## src/rtl/serial_arith_pkg.sv

```systemverilog
// Shared definitions for the bit-serial arithmetic blocks: FSM encoding and
// counter sizing.
package serial_arith_pkg;

   typedef enum logic [1:0] {
      IDLE  = 2'd0,
      RUN   = 2'd1,
      DONE  = 2'd2,
      SPARE = 2'd3
   } state_t;

   // Width of a counter that must index 0..w-1.
   function automatic int unsigned cnt_width(input int unsigned w);
      return (w > 32'd1) ? $unsigned($clog2(w)) : 32'd1;
   endfunction

endpackage

```

## src/rtl/full_adder.sv

```systemverilog
// Single-bit full adder cell, used as the bit slice of the serial adder.
module full_adder (
   input  logic a,
   input  logic b,
   input  logic cin,
   output logic s,
   output logic cout
);

   assign s    = a ^ b ^ cin;
   assign cout = (a & b) | (a & cin) | (b & cin);

endmodule

```

## src/rtl/serial_adder.sv

```systemverilog
// Bit-serial WIDTH-bit adder: operands are captured, then fed LSB first through one
// full_adder cell with a registered carry; the result is offered on a valid/ready handshake.
module serial_adder
   import serial_arith_pkg::*;
#(
   parameter int unsigned WIDTH = 8
) (
   input  logic             clk,
   input  logic             rst_n,
   input  logic             in_valid,
   output logic             in_ready,
   input  logic [WIDTH-1:0] a,
   input  logic [WIDTH-1:0] b,
   input  logic             cin,
   output logic             out_valid,
   input  logic             out_ready,
   output logic [WIDTH-1:0] sum,
   output logic             cout,
   output logic             ovf
);

   localparam int unsigned CW = cnt_width(WIDTH);

   state_t           state_q, state_d;
   logic [WIDTH-1:0] a_sh_q, a_sh_d;
   logic [WIDTH-1:0] b_sh_q, b_sh_d;
   logic [WIDTH-1:0] sum_sh_q, sum_sh_d;
   logic [WIDTH-1:0] sum_q, sum_d;
   logic [CW-1:0]    cnt_q, cnt_d;
   logic             carry_q, carry_d;
   logic             msb_cin_q, msb_cin_d;
   logic             cout_q, cout_d;
   logic             ovf_q, ovf_d;
   logic             fa_s, fa_co;

   full_adder u_fa (
      .a    (a_sh_q[0]),
      .b    (b_sh_q[0]),
      .cin  (carry_q),
      .s    (fa_s),
      .cout (fa_co)
   );

   // The unused encoding behaves exactly like IDLE.
   assign in_ready  = (state_q == IDLE) || (state_q == SPARE);
   assign out_valid = (state_q == DONE);
   assign sum       = sum_q;
   assign cout      = cout_q;
   assign ovf       = ovf_q;

   always_comb begin
      state_d   = state_q;
      a_sh_d    = a_sh_q;
      b_sh_d    = b_sh_q;
      sum_sh_d  = sum_sh_q;
      sum_d     = sum_q;
      cnt_d     = cnt_q;
      carry_d   = carry_q;
      msb_cin_d = msb_cin_q;
      cout_d    = cout_q;
      ovf_d     = ovf_q;
      unique case (state_q)
         RUN: begin
            sum_sh_d = {fa_s, sum_sh_q[WIDTH-1:1]};
            a_sh_d   = a_sh_q >> 1;
            b_sh_d   = b_sh_q >> 1;
            carry_d  = fa_co;
            cnt_d    = cnt_q + CW'(1);
            if (cnt_q == CW'(WIDTH - 2)) begin
               msb_cin_d = fa_co;
            end
            if (cnt_q == CW'(WIDTH - 1)) begin
               state_d = DONE;
               cnt_d   = '0;
               sum_d   = {fa_s, sum_sh_q[WIDTH-1:1]};
               cout_d  = fa_co;
               ovf_d   = msb_cin_q ^ fa_co;
            end
         end
         DONE: begin
            if (out_ready) begin
               state_d = IDLE;
            end
         end
         default: begin
            if (in_valid) begin
               a_sh_d   = a;
               b_sh_d   = b;
               carry_d  = cin;
               cnt_d    = '0;
               sum_sh_d = '0;
               state_d  = RUN;
            end
         end
      endcase
   end

   always_ff @(posedge clk) begin
      if (!rst_n) begin
         state_q   <= IDLE;
         a_sh_q    <= '0;
         b_sh_q    <= '0;
         sum_sh_q  <= '0;
         sum_q     <= '0;
         cnt_q     <= '0;
         carry_q   <= 1'b0;
         msb_cin_q <= 1'b0;
         cout_q    <= 1'b0;
         ovf_q     <= 1'b0;
      end else begin
         state_q   <= state_d;
         a_sh_q    <= a_sh_d;
         b_sh_q    <= b_sh_d;
         sum_sh_q  <= sum_sh_d;
         sum_q     <= sum_d;
         cnt_q     <= cnt_d;
         carry_q   <= carry_d;
         msb_cin_q <= msb_cin_d;
         cout_q    <= cout_d;
         ovf_q     <= ovf_d;
      end
   end

endmodule

```

## config.mk

```make
export PLATFORM = sky130hd
export DESIGN_NAME = serial_adder
export DESIGN_NICKNAME = d
export VERILOG_FILES = /design/src/rtl/serial_arith_pkg.sv /design/src/rtl/full_adder.sv /design/src/rtl/serial_adder.sv
export SDC_FILE = /design/constraint.sdc
export NUM_CORES = 1
export LEC_CHECK = 0
export BUFFER_PORTS_ARGS = -buffer_cell sky130_fd_sc_hd__buf_2
export CAP_MARGIN = 0
export CORE_UTILIZATION = 49
export DETAILED_ROUTE_END_ITERATION = 10
export PLACE_DENSITY_LB_ADDON = 0.15
export SKIP_LAST_GASP = 1
export SYNTH_ARGS = -nofsm -noshare
export SYNTH_HDL_FRONTEND = slang
export SYNTH_SLANG_ARGS = --single-unit
```

## constraint.sdc

```tcl
create_clock -name clk -period 1.45 [get_ports clk]
set_clock_uncertainty 0.15 [all_clocks]
set_input_delay 0.2175 -clock clk [delete_from_list [all_inputs] [get_ports clk]]
set_output_delay 0.2175 -clock clk [all_outputs]
set_load 0.05 [all_outputs]
```

==> Word-level counts from Yosys, hierarchy flattened <==
Index checks and enable logic that the tools add are counted.
{ "totals": {"register_bits": 41, "elab_cells": 50} }
{ "op_classes": {"addsub": 1, "n_eq_ne": 7, "muxes": 15, "bitwise_logic": 9, "n_reduce_logical": 8} }
{ "op_table": {"columns": ["operator", "n"], "rows": [
  ["8-bit case mux with 2 select lines", 3],
  ["8-bit two-way mux", 3],
  ["3-bit equality test (second input constant)", 2],
  ["2-bit two-way mux", 3],
  ["3-bit two-way mux", 2],
  ["3-bit case mux with 2 select lines", 1],
  ["2-bit AND reduction", 3],
  ["2-bit equality test (second input constant)", 2],
  ["2-bit case mux with 2 select lines", 1],
  ["3-bit by 1-bit adder with 3-bit output (second input constant)", 1],
  ["1-bit AND", 3],
  ["3-bit AND reduction", 1],
  ["3-bit nonzero test", 1],
  ["1-bit XOR", 3],
  ["2-bit by 1-bit equality test with 1-bit output (second input constant)", 1],
  ["2-bit zero test", 1],
  ["2-bit by 1-bit inequality test with 1-bit output (second input constant)", 1],
  ["2-bit inequality test (second input constant)", 1],
  ["1-bit OR", 2],
  ["1-bit case mux with 2 select lines", 1],
  ["2-bit nonzero test", 1],
  ["1-bit logical OR", 1],
  ["1-bit two-way mux", 1],
  ["1-bit inverter", 1]
]} }

==> Depth between registers and ports, before layout <==
{ "depth": {"depth_word": 4, "ltp_mapped": 7, "mapped_depth_nobuf": 5} }

==> Modules after synthesis <==
Synthesis repeated with hierarchy kept, for this count alone.
{ "unflattened": {"hier_cells": 183, "hier_area_um2": 1829.3} }
{ "by_module_without_submodules": {"columns": ["module", "n_inst", "cells_per_inst", "area_each_um2", "seq_area_each_um2"], "rows": [
  ["serial_adder", 1, 182, 1809.2, 800.8],
  ["full_adder", 1, 1, 20.0, 0.0]
]} }

==> Least setup slack after synthesis <==
No wires, ideal clock.
{ "synth_timing": {"path_kind": "flip-flop to flip-flop", "from": "reg state_q[0]", "to": "reg a_sh_q[1]", "setup_ps": 116, "arrival_ps": 1512, "required_time_ps": 1184, "slack_ps": -329, "stages_incl_launch_ff": 6, "n_path_buf": 1, "path_cell_list": "dfxtp_1 inv_1 ha_1 o21ba_2 buf_6 o211a_1"} }
{ "synth_between": {"elab_chain_cells": 3, "elab_cells_between_ends": 6} }
{ "synth_lines": {"columns": ["element", "line", "rtl"], "rows": [
  ["start, declared", "serial_adder.sv:24", "state_t state_q, state_d;"],
  ["start signal, assigned", "serial_adder.sv:111", "state_q <= state_d;"],
  ["2-bit equality test (*)", null, null],
  ["via out_valid", "serial_adder.sv:15", "output logic out_valid,"],
  ["1-bit inverter (no source line)", null, null],
  ["2-bit AND reduction (no source line)", null, null],
  ["end signal, assigned", "serial_adder.sv:112", "a_sh_q <= a_sh_d;"],
  ["end, declared", "serial_adder.sv:25", "logic [WIDTH-1:0] a_sh_q, a_sh_d;"]
]} }
The timed path passes the listed nets; every way through them passes the cells marked *.
A chain may end at the register's enable or synchronous reset.

==> Final worst setup path <==
{ "layout_timing": {"from": "reg state_q[1]", "to": "reg a_sh_q[6]"} }
{ "layout_between": {"elab_chain_cells": 3, "elab_cells_between_ends": 6} }
{ "layout_lines": {"columns": ["element", "line", "rtl"], "rows": [
  ["2-bit by 1-bit equality test with 1-bit output or 2-bit equality test (tied branches)", "serial_adder.sv:62", "unique case (state_q)"],
  ["2-bit nonzero test (no source line) or 1-bit inverter (tied branches)", null, null],
  ["2-bit AND reduction (no source line)", null, null]
]} }
Parallel ways exist; a longest one is shown, timed or not.

==> out/qor.tcl <==
set qor(critPathMaxFanout) 8
set qor(floorplan.core_area_um2) 3470
set qor(crit_chain) {buf_6, ha_4, o21ba_4, clkbuf_16, nand2_2, o211a_1}
set qor(antenna_found_initial) 0
set qor(outcome) {finished with violations}
set qor(ff_latch_area_um2) 811
set qor(final.min_clock_period_ns) 1.53
set qor(syn-instance-count) 183
set qor(crit_required_ns) 1.48
set qor(initial_utilization_pct) 52.7
set qor(hold_violations) 0
set qor(tritoncts_buffer_count) 5
set qor(holdBufCountCts) 0
set qor(critPathArrivalTime_ns) 1.56
set qor(clock_tree.htree_level_count) 2
set qor(maxUsedRoutingLayer) {met4}
set qor(synthesis.area_per_instance_um2) 10.0
set qor(ys_types) 27
set qor(yosysSeqAreaShare_pct) 43.8
set qor(violations_in_the_final_reports) {setup timing}
set qor(avgRoutedWirePerCell_um) 14.2
set qor(postLayoutCellArea_um2) 2570
set qor(startpoint_type) {flip-flop}
set qor(routed-via-count) 1477
set qor(port_buffers) 32
set qor(grt_setup_unrepaired) {yes}
set qor(detail_route.iter0.violations) 48
set qor(max-cap-violations) 0
set qor(synth_warnings) 0
set qor(powerDensity_nw_per_um2) 1830
set qor(layout_worst_path_cycle_share_pct) 105
set qor(fmaxAchievable_mhz) 656
set qor(synthesis.nets) 211
set qor(timing.final.ws_setup_ns) -0.0753
set qor(cpPeakStageDelay_ns) 0.34
set qor(die_y_um) 63.1
set qor(muxShareOfSynthArea_pct) 9.85
set qor(global_route_wire_length_before_repair_um) 6110
set qor(width_of_the_die_um) 63.1
set qor(synth.ff_latch_count) 40
set qor(placement.cell_area_um2) 2120
set qor(globalplace.congestion) 0.735
set qor(final_antenna_net_count) 0
set qor(endpoint_class_of_the_critical_path) {flip-flop}
set qor(cts_num_sinks) 40
set qor(synth_simple_gate_area_share_pct) 15.5
set qor(grt_usage_pct) 19.6
set qor(total_of_endpoints_with_negative_setup_slack_in_the_final_report) 20
set qor(setup_tns_ns) -0.915
set qor(dp_hpwl_um) 2410
set qor(fill_cells) 256
set qor(layout.nets) 260
set qor(route.layer.met1.wl_um) 1660
set qor(detailroute.wirelength.met3_um) 92
set qor(clk_root_buffer_cell) {sky130_fd_sc_hd__clkbuf_8}
set qor(layout_common_cells) {36 x sky130_fd_sc_hd__dfxtp_1, 32 x sky130_fd_sc_hd__nand2_1, 30 x sky130_fd_sc_hd__buf_2}
set qor(post_synth_instance_area_um2) 1830
set qor(cts_tree) {yes}
set qor(drt_pre_antenna_iters) 4
set qor(grt_max_degree) 33
set qor(synth_top_family_by_area) {compound AO/OA/AOI/OAI gates}
set qor(tightestPinTransition_ns) 0.268
set qor(std_cell_rows) 21
set qor(timing.critical_path.buf_inv) 2
set qor(met2_length_um) 2190
set qor(synth_compound_area_share_pct) 19.4
set qor(layout-drive-gt1-share_pct) 42.9
set qor(timing.max_slew.rel_slack_pct) 81.9
set qor(route.detailed.drc) 0
set qor(dieArea_um2) 3980
set qor(antennaDiodeCount) 0
set qor(grt_remaining_overflow) 0
set qor(finalWirelength_um) 3960
set qor(vias_in_the_first_global_route) 1447
set qor(holdCritPathClass) {in2reg}
set qor(clkLatencyLatePin_ns) 0.28
set qor(io-pin-count) 33
set qor(power.leakage_nw) 1.16
set qor(route.detailed.vias_per_inst) 5.29
set qor(clkSlewWorstSetupHoldPaths_ns) 0.08
set qor(path_class) {reg2reg}
set qor(synthToLayoutAreaGrowth_pct) 40.6
set qor(multi_input_area_um2) 1100
set qor(synth_adder_area_share_pct) 5.20
set qor(cts-root-to-sink-buffers) 2
set qor(irDropWorstVdd_uv) 1090
set qor(critical-path-slowest-cell) {sky130_fd_sc_hd__dfxtp_2}
set qor(synth_xor_xnor_area_share_pct) 0.479
set qor(cp_top_family) {compound AO/OA/AOI/OAI gates}
set qor(layout.cells.most_common) {sky130_fd_sc_hd__dfxtp_1}
set qor(finalMaxSlewViolations) 0
==> path summary, 6_finish.rpt <==
kind	from	end	slack, ns	depth (start not counted)
hold reg to reg	sum[5]	sum[5]	0.32	2
setup / recovery	state_q[1]	a_sh_q[6]	-0.08	6
setup reg to reg	state_q[1]	a_sh_q[6]	-0.08	6
hold / removal	b[7]	b_sh_q[7]	0.05	3
==> synthesized netlist by cell type, drive strengths merged <==
| cell type | instances | area share (%) |
|---|---|---|
| a21boi | 12 | 4.9 |
| a21oi | 1 | 0.27 |
| a22oi | 8 | 3.3 |
| and2 | 1 | 0.34 |
| buf | 9 | 4.4 |
| clkbuf | 4 | 0.82 |
| dfxtp | 40 | 44 |
| fa | 1 | 1.1 |
| ha | 6 | 4.1 |
| inv | 3 | 0.62 |
| mux2i | 18 | 9.8 |
| nand2 | 42 | 8.8 |
| nand2b | 2 | 0.68 |
| nand3 | 1 | 0.27 |
| nand3b | 2 | 0.82 |
| nor2b | 11 | 3.8 |
| nor4b | 1 | 0.48 |
| o211a | 16 | 8.8 |
| o21ba | 1 | 0.55 |
| o21bai | 1 | 1.0 |
| o311a | 1 | 0.55 |
| or3 | 1 | 0.34 |
| xnor2 | 1 | 0.48 |
==> final cells by class <==
type,instances,share of cell area [%]
sequential,40,31.5
tap,46,2.24
clock buffer,6,2.82
inverter,3,0.438
clock inverter,2,1.36
timing repair buffer,55,18.7
multi-input combinational,127,42.9
==> where the power goes <==
part | leakage (nW) | internal [mW] | switching, mW | total [mW]
Clock | 0.0552 | 0.511 | 0.366 | 0.876
Sequential | 0.329 | 1.31 | 0.159 | 1.47
Combinational | 0.774 | 1.30 | 1.06 | 2.36
Total | 1.16 | 3.12 | 1.59 | 4.70
==> worst min-delay path: cells and delay by family <==
kind	cells	cell delay, ns
AND/OR/NAND/NOR	1	0.07
AO/OA/AOI/OAI	1	0.05
buffers and inverters	1	0.10
==> flip-flops by register name, summed over array words and instances (netlist names) <==
name,flops
a_sh_q,8
b_sh_q,8
sum_sh_q,7
cout,1
sum,8
cnt_q,3
ovf,1
carry_q,1
state_q,2
msb_cin_q,1
==> kinds of logic (layout without fill, tap and decap cells) <==
kind of cell / count (synthesis) / in the layout
AO/OA/AOI/OAI: 40 / 40
AND/OR/NAND/NOR: 61 / 61
multiplexers: 18 / 18
adder cells (fa/ha/maj): 7 / 7
XOR/XNOR: 1 / 1
flip-flops: 40 / 40
buffers and inverters: 16 / 66
==> timing repair <==
item,in CTS,in global routing
cloned,0,4
pin swaps,4,11
setup endpoints to repair,33,40
resized for setup,27,25
buffers inserted,4,1
==> stage by stage <==
stage               hold slack (ns)  cells  setup slack, ns  utilization [%]  total power, mW
floorplan                     0.209    183          -0.0174                -             2.70
global placement              0.297    262           -0.102             61.1             2.93
detailed placement            0.307    262           -0.185             61.1             2.99
CTS                          0.0523    274          -0.0663             68.6             4.16
global route                 0.0560    279           -0.120             74.2             4.94
finish                       0.0490    279          -0.0753             74.2             4.70
==> routing by layer <==
layer | up-vias | track usage, %
met5 | - | 0
met4 | 0 | 6.10
met3 | 5 | 4.53
met2 | 19 | 37.2
met1 | 719 | 20.9
li1 | 734 | -
(Power assumes the default switching activity.)
